File: src/rtl/dvi_tmds_encoder.sv
// dvi_tmds_encoder: three-channel DVI TMDS 8b/10b encoder with DC balance.
// Two-stage pipeline: transition minimisation, then DC balance / control tokens.
// Build option: define TMDS_HSYNC_POS_EN to invert hsync before it becomes C0.
module dvi_tmds_encoder (
  input  logic       pclk,
  input  logic       rst,
  input  logic       vde,
  input  logic       hsync,
  input  logic       vsync,
  input  logic [2:0] RGB,
  output logic [9:0] tmds0,
  output logic [9:0] tmds1,
  output logic [9:0] tmds2
);

  localparam int unsigned NumCh = 3;
  localparam int unsigned ByteW = 8;
  localparam int unsigned QmW   = ByteW + 1;
  localparam int unsigned SymW  = 10;
  localparam int unsigned CntW  = 5;
  localparam int unsigned PopW  = 4;
  localparam int unsigned BalW  = SymW + CntW;

  localparam logic [SymW-1:0] TokC00 = 10'b1101010100;
  localparam logic [SymW-1:0] TokC01 = 10'b0010101011;
  localparam logic [SymW-1:0] TokC10 = 10'b0101010100;
  localparam logic [SymW-1:0] TokC11 = 10'b1010101011;

  function automatic logic [PopW-1:0] popcount8(input logic [ByteW-1:0] d);
    logic [PopW-1:0] n;
    n = '0;
    for (int unsigned i = 0; i < ByteW; i++) n = n + PopW'(d[i]);
    return n;
  endfunction

  function automatic logic [QmW-1:0] tm_encode(input logic [ByteW-1:0] d);
    logic [PopW-1:0] n1d;
    logic            use_xnor;
    logic [QmW-1:0]  qm;
    n1d      = popcount8(d);
    use_xnor = (n1d > PopW'(4)) || ((n1d == PopW'(4)) && !d[0]);
    qm       = '0;
    qm[0]    = d[0];
    for (int unsigned i = 1; i < ByteW; i++)
      qm[i] = use_xnor ? ~(qm[i-1] ^ d[i]) : (qm[i-1] ^ d[i]);
    qm[ByteW] = ~use_xnor;
    return qm;
  endfunction

  function automatic logic [SymW-1:0] ctrl_token(input logic [1:0] c);
    logic [SymW-1:0] tok;
    case (c)
      2'b00:   tok = TokC00;
      2'b01:   tok = TokC01;
      2'b10:   tok = TokC10;
      default: tok = TokC11;
    endcase
    return tok;
  endfunction

  // Returns {symbol, next running disparity} for one data symbol.
  function automatic logic [BalW-1:0] dc_balance(input logic [QmW-1:0]         qm,
                                                 input logic signed [CntW-1:0] cnt);
    logic [PopW-1:0]        n1;
    logic [PopW-1:0]        n0;
    logic signed [CntW-1:0] diff;
    logic signed [CntW-1:0] bias_b;
    logic signed [CntW-1:0] bias_c;
    logic signed [CntW-1:0] cnt_nxt;
    logic [SymW-1:0]        sym;
    n1     = popcount8(qm[ByteW-1:0]);
    n0     = PopW'(ByteW) - n1;
    diff   = $signed(CntW'(n1)) - $signed(CntW'(n0));
    bias_b = qm[ByteW] ? $signed(CntW'(2)) : $signed(CntW'(0));
    bias_c = qm[ByteW] ? $signed(CntW'(0)) : $signed(CntW'(2));
    if ((cnt == '0) || (n1 == n0)) begin
      sym     = {~qm[ByteW], qm[ByteW], qm[ByteW] ? qm[ByteW-1:0] : ~qm[ByteW-1:0]};
      cnt_nxt = qm[ByteW] ? (cnt + diff) : (cnt - diff);
    end else if ((!cnt[CntW-1] && (n1 > n0)) || (cnt[CntW-1] && (n0 > n1))) begin
      sym     = {1'b1, qm[ByteW], ~qm[ByteW-1:0]};
      cnt_nxt = cnt + bias_b - diff;
    end else begin
      sym     = {1'b0, qm[ByteW], qm[ByteW-1:0]};
      cnt_nxt = cnt - bias_c + diff;
    end
    return {sym, cnt_nxt};
  endfunction

  logic c0_in;
`ifdef TMDS_HSYNC_POS_EN
  assign c0_in = ~hsync;
`else
  assign c0_in = hsync;
`endif

  logic                   de_q;
  logic [1:0]             ctl_q;
  logic [QmW-1:0]         qm_d  [NumCh];
  logic [QmW-1:0]         qm_q  [NumCh];
  logic signed [CntW-1:0] cnt_d [NumCh];
  logic signed [CntW-1:0] cnt_q [NumCh];
  logic [SymW-1:0]        sym_d [NumCh];
  logic [SymW-1:0]        sym_q [NumCh];
  logic [BalW-1:0]        bal;

  // Stage 1 combinational: expand each colour bit to a byte and minimise transitions.
  always_comb begin
    for (int unsigned ch = 0; ch < NumCh; ch++) qm_d[ch] = tm_encode({ByteW{RGB[ch]}});
  end

  // Stage 1 register: q_m per channel plus de and channel-0 control bits {vsync, C0}.
  always_ff @(posedge pclk or negedge rst) begin
    if (!rst) begin
      de_q  <= 1'b0;
      ctl_q <= 2'b00;
      for (int unsigned ch = 0; ch < NumCh; ch++) qm_q[ch] <= '0;
    end else begin
      de_q  <= vde;
      ctl_q <= {vsync, c0_in};
      for (int unsigned ch = 0; ch < NumCh; ch++) qm_q[ch] <= qm_d[ch];
    end
  end

  // Stage 2 combinational: DC-balanced data symbol or control token; disparity clears in blanking.
  always_comb begin
    bal = '0;
    for (int unsigned ch = 0; ch < NumCh; ch++) begin
      sym_d[ch] = TokC00;
      cnt_d[ch] = '0;
      if (de_q) begin
        bal       = dc_balance(qm_q[ch], cnt_q[ch]);
        sym_d[ch] = bal[BalW-1:CntW];
        cnt_d[ch] = $signed(bal[CntW-1:0]);
      end
    end
    if (!de_q) sym_d[0] = ctrl_token(ctl_q);
  end

  // Stage 2 register: running disparity and output symbols.
  always_ff @(posedge pclk or negedge rst) begin
    if (!rst) begin
      for (int unsigned ch = 0; ch < NumCh; ch++) begin
        cnt_q[ch] <= '0;
        sym_q[ch] <= TokC00;
      end
    end else begin
      for (int unsigned ch = 0; ch < NumCh; ch++) begin
        cnt_q[ch] <= cnt_d[ch];
        sym_q[ch] <= sym_d[ch];
      end
    end
  end

  assign tmds0 = sym_q[0];
  assign tmds1 = sym_q[1];
  assign tmds2 = sym_q[2];

endmodule
File: config.mk
export PLATFORM = sky130hd
export DESIGN_NAME = dvi_tmds_encoder
export DESIGN_NICKNAME = d
export VERILOG_FILES = /design/src/rtl/dvi_tmds_encoder.sv
export SDC_FILE = /design/constraint.sdc
export NUM_CORES = 1
export LEC_CHECK = 0
export BUFFER_PORTS_ARGS = -buffer_cell sky130_fd_sc_hd__buf_2
export CAP_MARGIN = 5
export CORE_MARGIN = 5
export CORE_UTILIZATION = 50
export DETAILED_ROUTE_END_ITERATION = 10
export PLACE_DENSITY = 0.73
export SLEW_MARGIN = 20
export SYNTH_ARGS = -nofsm -noshare
export SYNTH_HDL_FRONTEND = slang
export SYNTH_SLANG_ARGS = --single-unit
File: constraint.sdc
create_clock -name pclk -period 5.7 [get_ports pclk]
set_clock_uncertainty 0.1 [all_clocks]
set_input_delay 0.57 -clock pclk [delete_from_list [all_inputs] [get_ports pclk]]
set_output_delay 0.57 -clock pclk [all_outputs]
set_load 0.02 [all_outputs]
Word-level counts from Yosys, hierarchy flattened. Cells that the tools add are included.

Add/sub/neg operators: 66. Order comparisons: 9. Equality and inequality tests: 8. Muxes and demuxes: 52. Bitwise operators: 45. Reduce and logical (&&, ||, !) cells: 28.

Operators by type and width (count): $add A4 B1 Y4 (24); $mux W10 (9); $mux W5 (12); $add A5 B5 Y5 (6); $pmux W10 S3 (1); $sub A5 B5 Y5 (6); $add A3 B1 Y4 (6); $gt A4 B4 Y1 (6); $mux W8 (3); $not A1 Y1 (24); $not A8 Y8 (3); $mux W1 (21); $add A2 B1 Y3 (6); $xor A1 B1 Y1 (18); $add A5 B3 Y5 (3); $logic_not A5 Y1 (3); $sub A4 B4 Y5 (3); $sub A5 B3 Y5 (3); $add A1 B1 Y2 (6); $eq A4 B3 Y1 const B (3); $eq A4 B4 Y1 (3); $gt A4 B3 Y1 const B (3); $mux W2 (6); $sub A4 B4 Y4 const A (3); 6 further kinds (27).

Register bits: 75. Input port bits: 8. Output and inout bits: 30. Word-level logic and storage cells: 219.

Depth between registers and ports, before layout.
Depth after elaboration: 29. Depth in mapped cells: 7. Depth with buffers taken out: 7.

Least setup slack after synthesis. No wires, ideal clock.

Path type: reg2reg. From: reg qm_q[26] in the netlist's numbering. To: reg cnt_q[13] in the netlist's numbering. Library setup time: 119 ps. Arrival time: 1593 ps. Data required time: 5481 ps. Path slack: 3889 ps. Cell stages (with the launch flop): 8. Clock period less this slack: 1811 ps. Cells stage by stage: dfrtp_1 -> inv_1 -> ha_1 -> inv_1 -> fa_1 -> mux2i_1 -> xnor2_1 -> o21a_1.

RTL lines: start: declaration (line 99) `logic [QmW-1:0] qm_q [NumCh];`; end signal: indexed assignment (line 148) `cnt_q[ch] <= cnt_d[ch];`; end: declaration (line 101) `logic signed [CntW-1:0] cnt_q [NumCh];`.

==> impl_metrics.py <==
metrics = {
    "clock_tree": {
        "cts_buffers": 5,
        "cts_sinks": 36,
        "clk_pin_slew_worst_paths_ps": 80,
        "clockRootBuffer": "clkbuf_8",
        "cts_resized": 0,
        "clk_latency_ps": 290,
        "htree_levels": 2,
        "post-cts-setup-buffers": 0,
        "clk_path_buf_depth": 2,
        "cts_tree": "done",
        "ctsHoldBuffers": 0,
    },
    "drt": {
        "routed_wl_um": 3589,
        "ant_nets": 0,
        "drt_iter0_markers": 63,
        "drc_errors": 0,
        "vias": 1327,
        "wl_per_cell_um": 13.65,
        "viasPerCell": 5.046,
        "drtPass1Iterations": 4,
    },
    "setup_path": {
        "start_kind": "flip-flop",
        "end_kind": "flip-flop",
        "cp.arrival_ps": 2010,
        "r2r_setup_slack_ps": 3740,
        "reg2regPathDepth": 7,
        "timing.rr.start": "qm_q[8]",
        "slowest_stage": "fa_1",
        "r2r_end": "cnt_q[2]",
        "cp-endpoint": "cnt_q[2]",
        "crit_fanout": 4,
        "cp-startpoint": "qm_q[8]",
        "critPathKind": "reg2reg",
        "crit_chain": "inv_1 -> ha_1 -> inv_1 -> fa_1 -> mux2i_1 -> mux2i_1 -> nor2_1",
        "crit_required_ps": 5750,
        "critPathMaxStageDelay_ps": 500,
    },
    "sta": {
        "rsz0062_at_grt": "false",
        "drv_slew": 0,
        "setup_viol": 0,
        "slew_headroom_pct": 49.29,
        "min_period_ps": 1956,
        "fmax_mhz": 511.3,
        "finalWorstSetupSlack_ps": 3744,
        "fin_crit_sh_pct": 34.31,
        "hold_viol_final": 0,
        "worst-slew-pin-transition_ps": 760.6,
        "setup_tns_ps": 0,
    },
    "hold_path": {
        "hp-class": "in2async",
    },
    "floorplan": {
        "fp.dieH_um": 75.15,
        "fp.coreArea_um2": 4058,
        "row_count": 23,
        "die_x_um": 75.15,
        "io-pin-count": 38,
        "dieArea_um2": 5647,
        "start_util_pct": 52.30,
    },
    "cells_and_area": {
        "num-fill-cells": 351,
        "fin_nets": 244,
        "drive_gt1_share_pct": 28.17,
        "antenna_cells": 0,
        "area_delta_synth_final_pct": 9.316,
    },
    "power_and_ir_drop": {
        "p_per_area_nw_per_um2": 539.3,
        "vdd_drop_max_mv": 0.1624,
        "internal_power_mw": 0.7201,
        "pwr-share-comb_pct": 52.7,
        "p_clk_share_pct": 14.9,
        "p_sw_mw": 0.5310,
        "p_leak_nw": 1.142,
        "netSwitchingFraction_pct": 42.44,
        "p_seq_share_pct": 32.4,
    },
    "synth": {
        "ys.flop_type": "dfrtp_1",
        "synthTopCellsByCount": "inv_1 (28), dfrtp_1 (27), buf_4 (18), ha_1 (18), xnor2_1 (12)",
        "syn_inst": 188,
        "ys_seq_elements": 36,
        "avgSynthCellArea_um2": 11.29,
        "synth_top_area_share_pct": 31.84,
        "yosysSeqAreaShare_pct": 42.98,
        "yosysMostFrequentCell": "inv_1",
        "syn_nets": 220,
        "async_reset_ff_share_pct": 100.0,
        "synth-edff-count": 0,
        "ys_types": 24,
        "synth_area_um2": 2122,
        "ys_warn_count": 0,
        "synthTopCellsByArea": "dfrtp_1 (32%), dfstp_2 (11%), ha_1 (11%), buf_4 (6.4%), fa_1 (5.7%)",
        "synth.largest_area_cell": "dfrtp_1",
    },
    "global_routing": {
        "grt-ovfl-total": 0,
        "grt_pass1_wl_um": 6044,
        "grtUsageTotal_pct": 14.22,
        "antenna_found_initial": 0,
        "grt_max_degree": 37,
        "grt_pass1_vias": 1352,
    },
    "placement": {
        "hpwl_um": 2722,
        "numPortBuffers": 37,
        "post-place-ws_ps": 3731,
        "gp_congestion": 0.7975,
    },
    "outcome": {
        "status": "completed",
    },
    "flow_run": {
        "cap_violations": 0,
    },
}
## sequential cells by signal (all words and copies together), names as in the netlist
| signal | flops |
|---|---|
| tmds1 | 4 |
| ctl_q | 2 |
| qm_q | 6 |
| tmds0 | 4 |
| cnt_q | 15 |
| de_q | 1 |
| tmds2 | 4 |
## final cells by class
type,instances,area [µm²],area share [%]
multi-input combinational,104,962.2,41.48
inverter,28,105.1,4.531
sequential,36,912.1,39.32
clock inverter,2,10.01,0.4315
timing repair buffer,37,185.2,7.983
clock buffer,6,82.58,3.560
tap,50,62.56,2.697
## cells by family (layout without fill, tap and decap cells)
family | Yosys count | after routing | synth area share [%]
AOI/OAI and AO/OA | 27 | 27 | 8.314
xor gates and xnor gates | 16 | 16 | 7.665
adders and majority gates | 24 | 24 | 16.27
buffers and inverters | 48 | 73 | 11.67
DFF | 36 | 36 | 42.98
muxes | 9 | 9 | 4.245
and+or+nand+nor | 28 | 28 | 8.844
## routing by layer
layer	part of all wire (%)	global-route usage, %
met1	43	17.56
met2	47	22.92
met3	7.3	4.005
met4	2.4	6.990
met5	0	0
## worst max-delay path: cells and delay by family, from the launching register on
kind / cells / cell delay (ps)
adder cells (fa/ha/maj): 2 / 880
flip-flops: 1 / 420
multiplexers: 2 / 200
buffers and inverters: 2 / 170
AND/OR/NAND/NOR: 1 / 50
## how the worst min path moves through the flow
stage	cells past startpoint	end	slack [ps]
floorplan	0	cnt_q[0]	170
global placement	1	tmds0[6]	350
detailed placement	1	tmds0[6]	360
CTS	1	qm_q[25]	270
global route	1	ctl_q[1]	270
finish	1	qm_q[25]	240
## cells in the final DEF, fill, tap and decap left out, types with 9 or more instances in the layout
cell type	Yosys	routed
buf_2	0	37
inv_1	28	28
dfrtp_1	27	27
ha_1	18	18
xnor2_1	12	12
mux2i_1	9	9
a21oi_1	9	9
nand2_1	9	9
dfstp_2	9	9
## power groups by stage
| stage | sequential (mW) | combinational, mW | clock [mW] |
|---|---|---|---|
| 2_1_floorplan | 0.433 | 0.531 | 0 |
| 3_3_place_gp | 0.410 | 0.641 | 0 |
| 3_5_place_dp | 0.412 | 0.665 | 0 |
| 4_1_cts | 0.408 | 0.669 | 0.190 |
| 5_1_grt | 0.419 | 0.736 | 0.200 |
| 6_report | 0.405 | 0.659 | 0.187 |
## per-stage QoR
| step | cells | cell area, µm² | power, mW | hold slack (ps) | utilization (%) |
|---|---|---|---|---|---|
| final | 263 | 2320 | 1.251 | 240.8 | 57.17 |
| after global routing | 263 | 2320 | 1.355 | 273.7 | 57.17 |
| after CTS | 263 | 2320 | 1.266 | 266.5 | 57.17 |
| after detailed placement | 255 | 2227 | 1.077 | 355.5 | 54.89 |
| after global placement | 255 | 2227 | 1.051 | 348.1 | 54.89 |
| after floorplan | 188 | 2122 | 0.9644 | 174.4 | - |
Note: power is estimated with default switching activity, not from simulation.
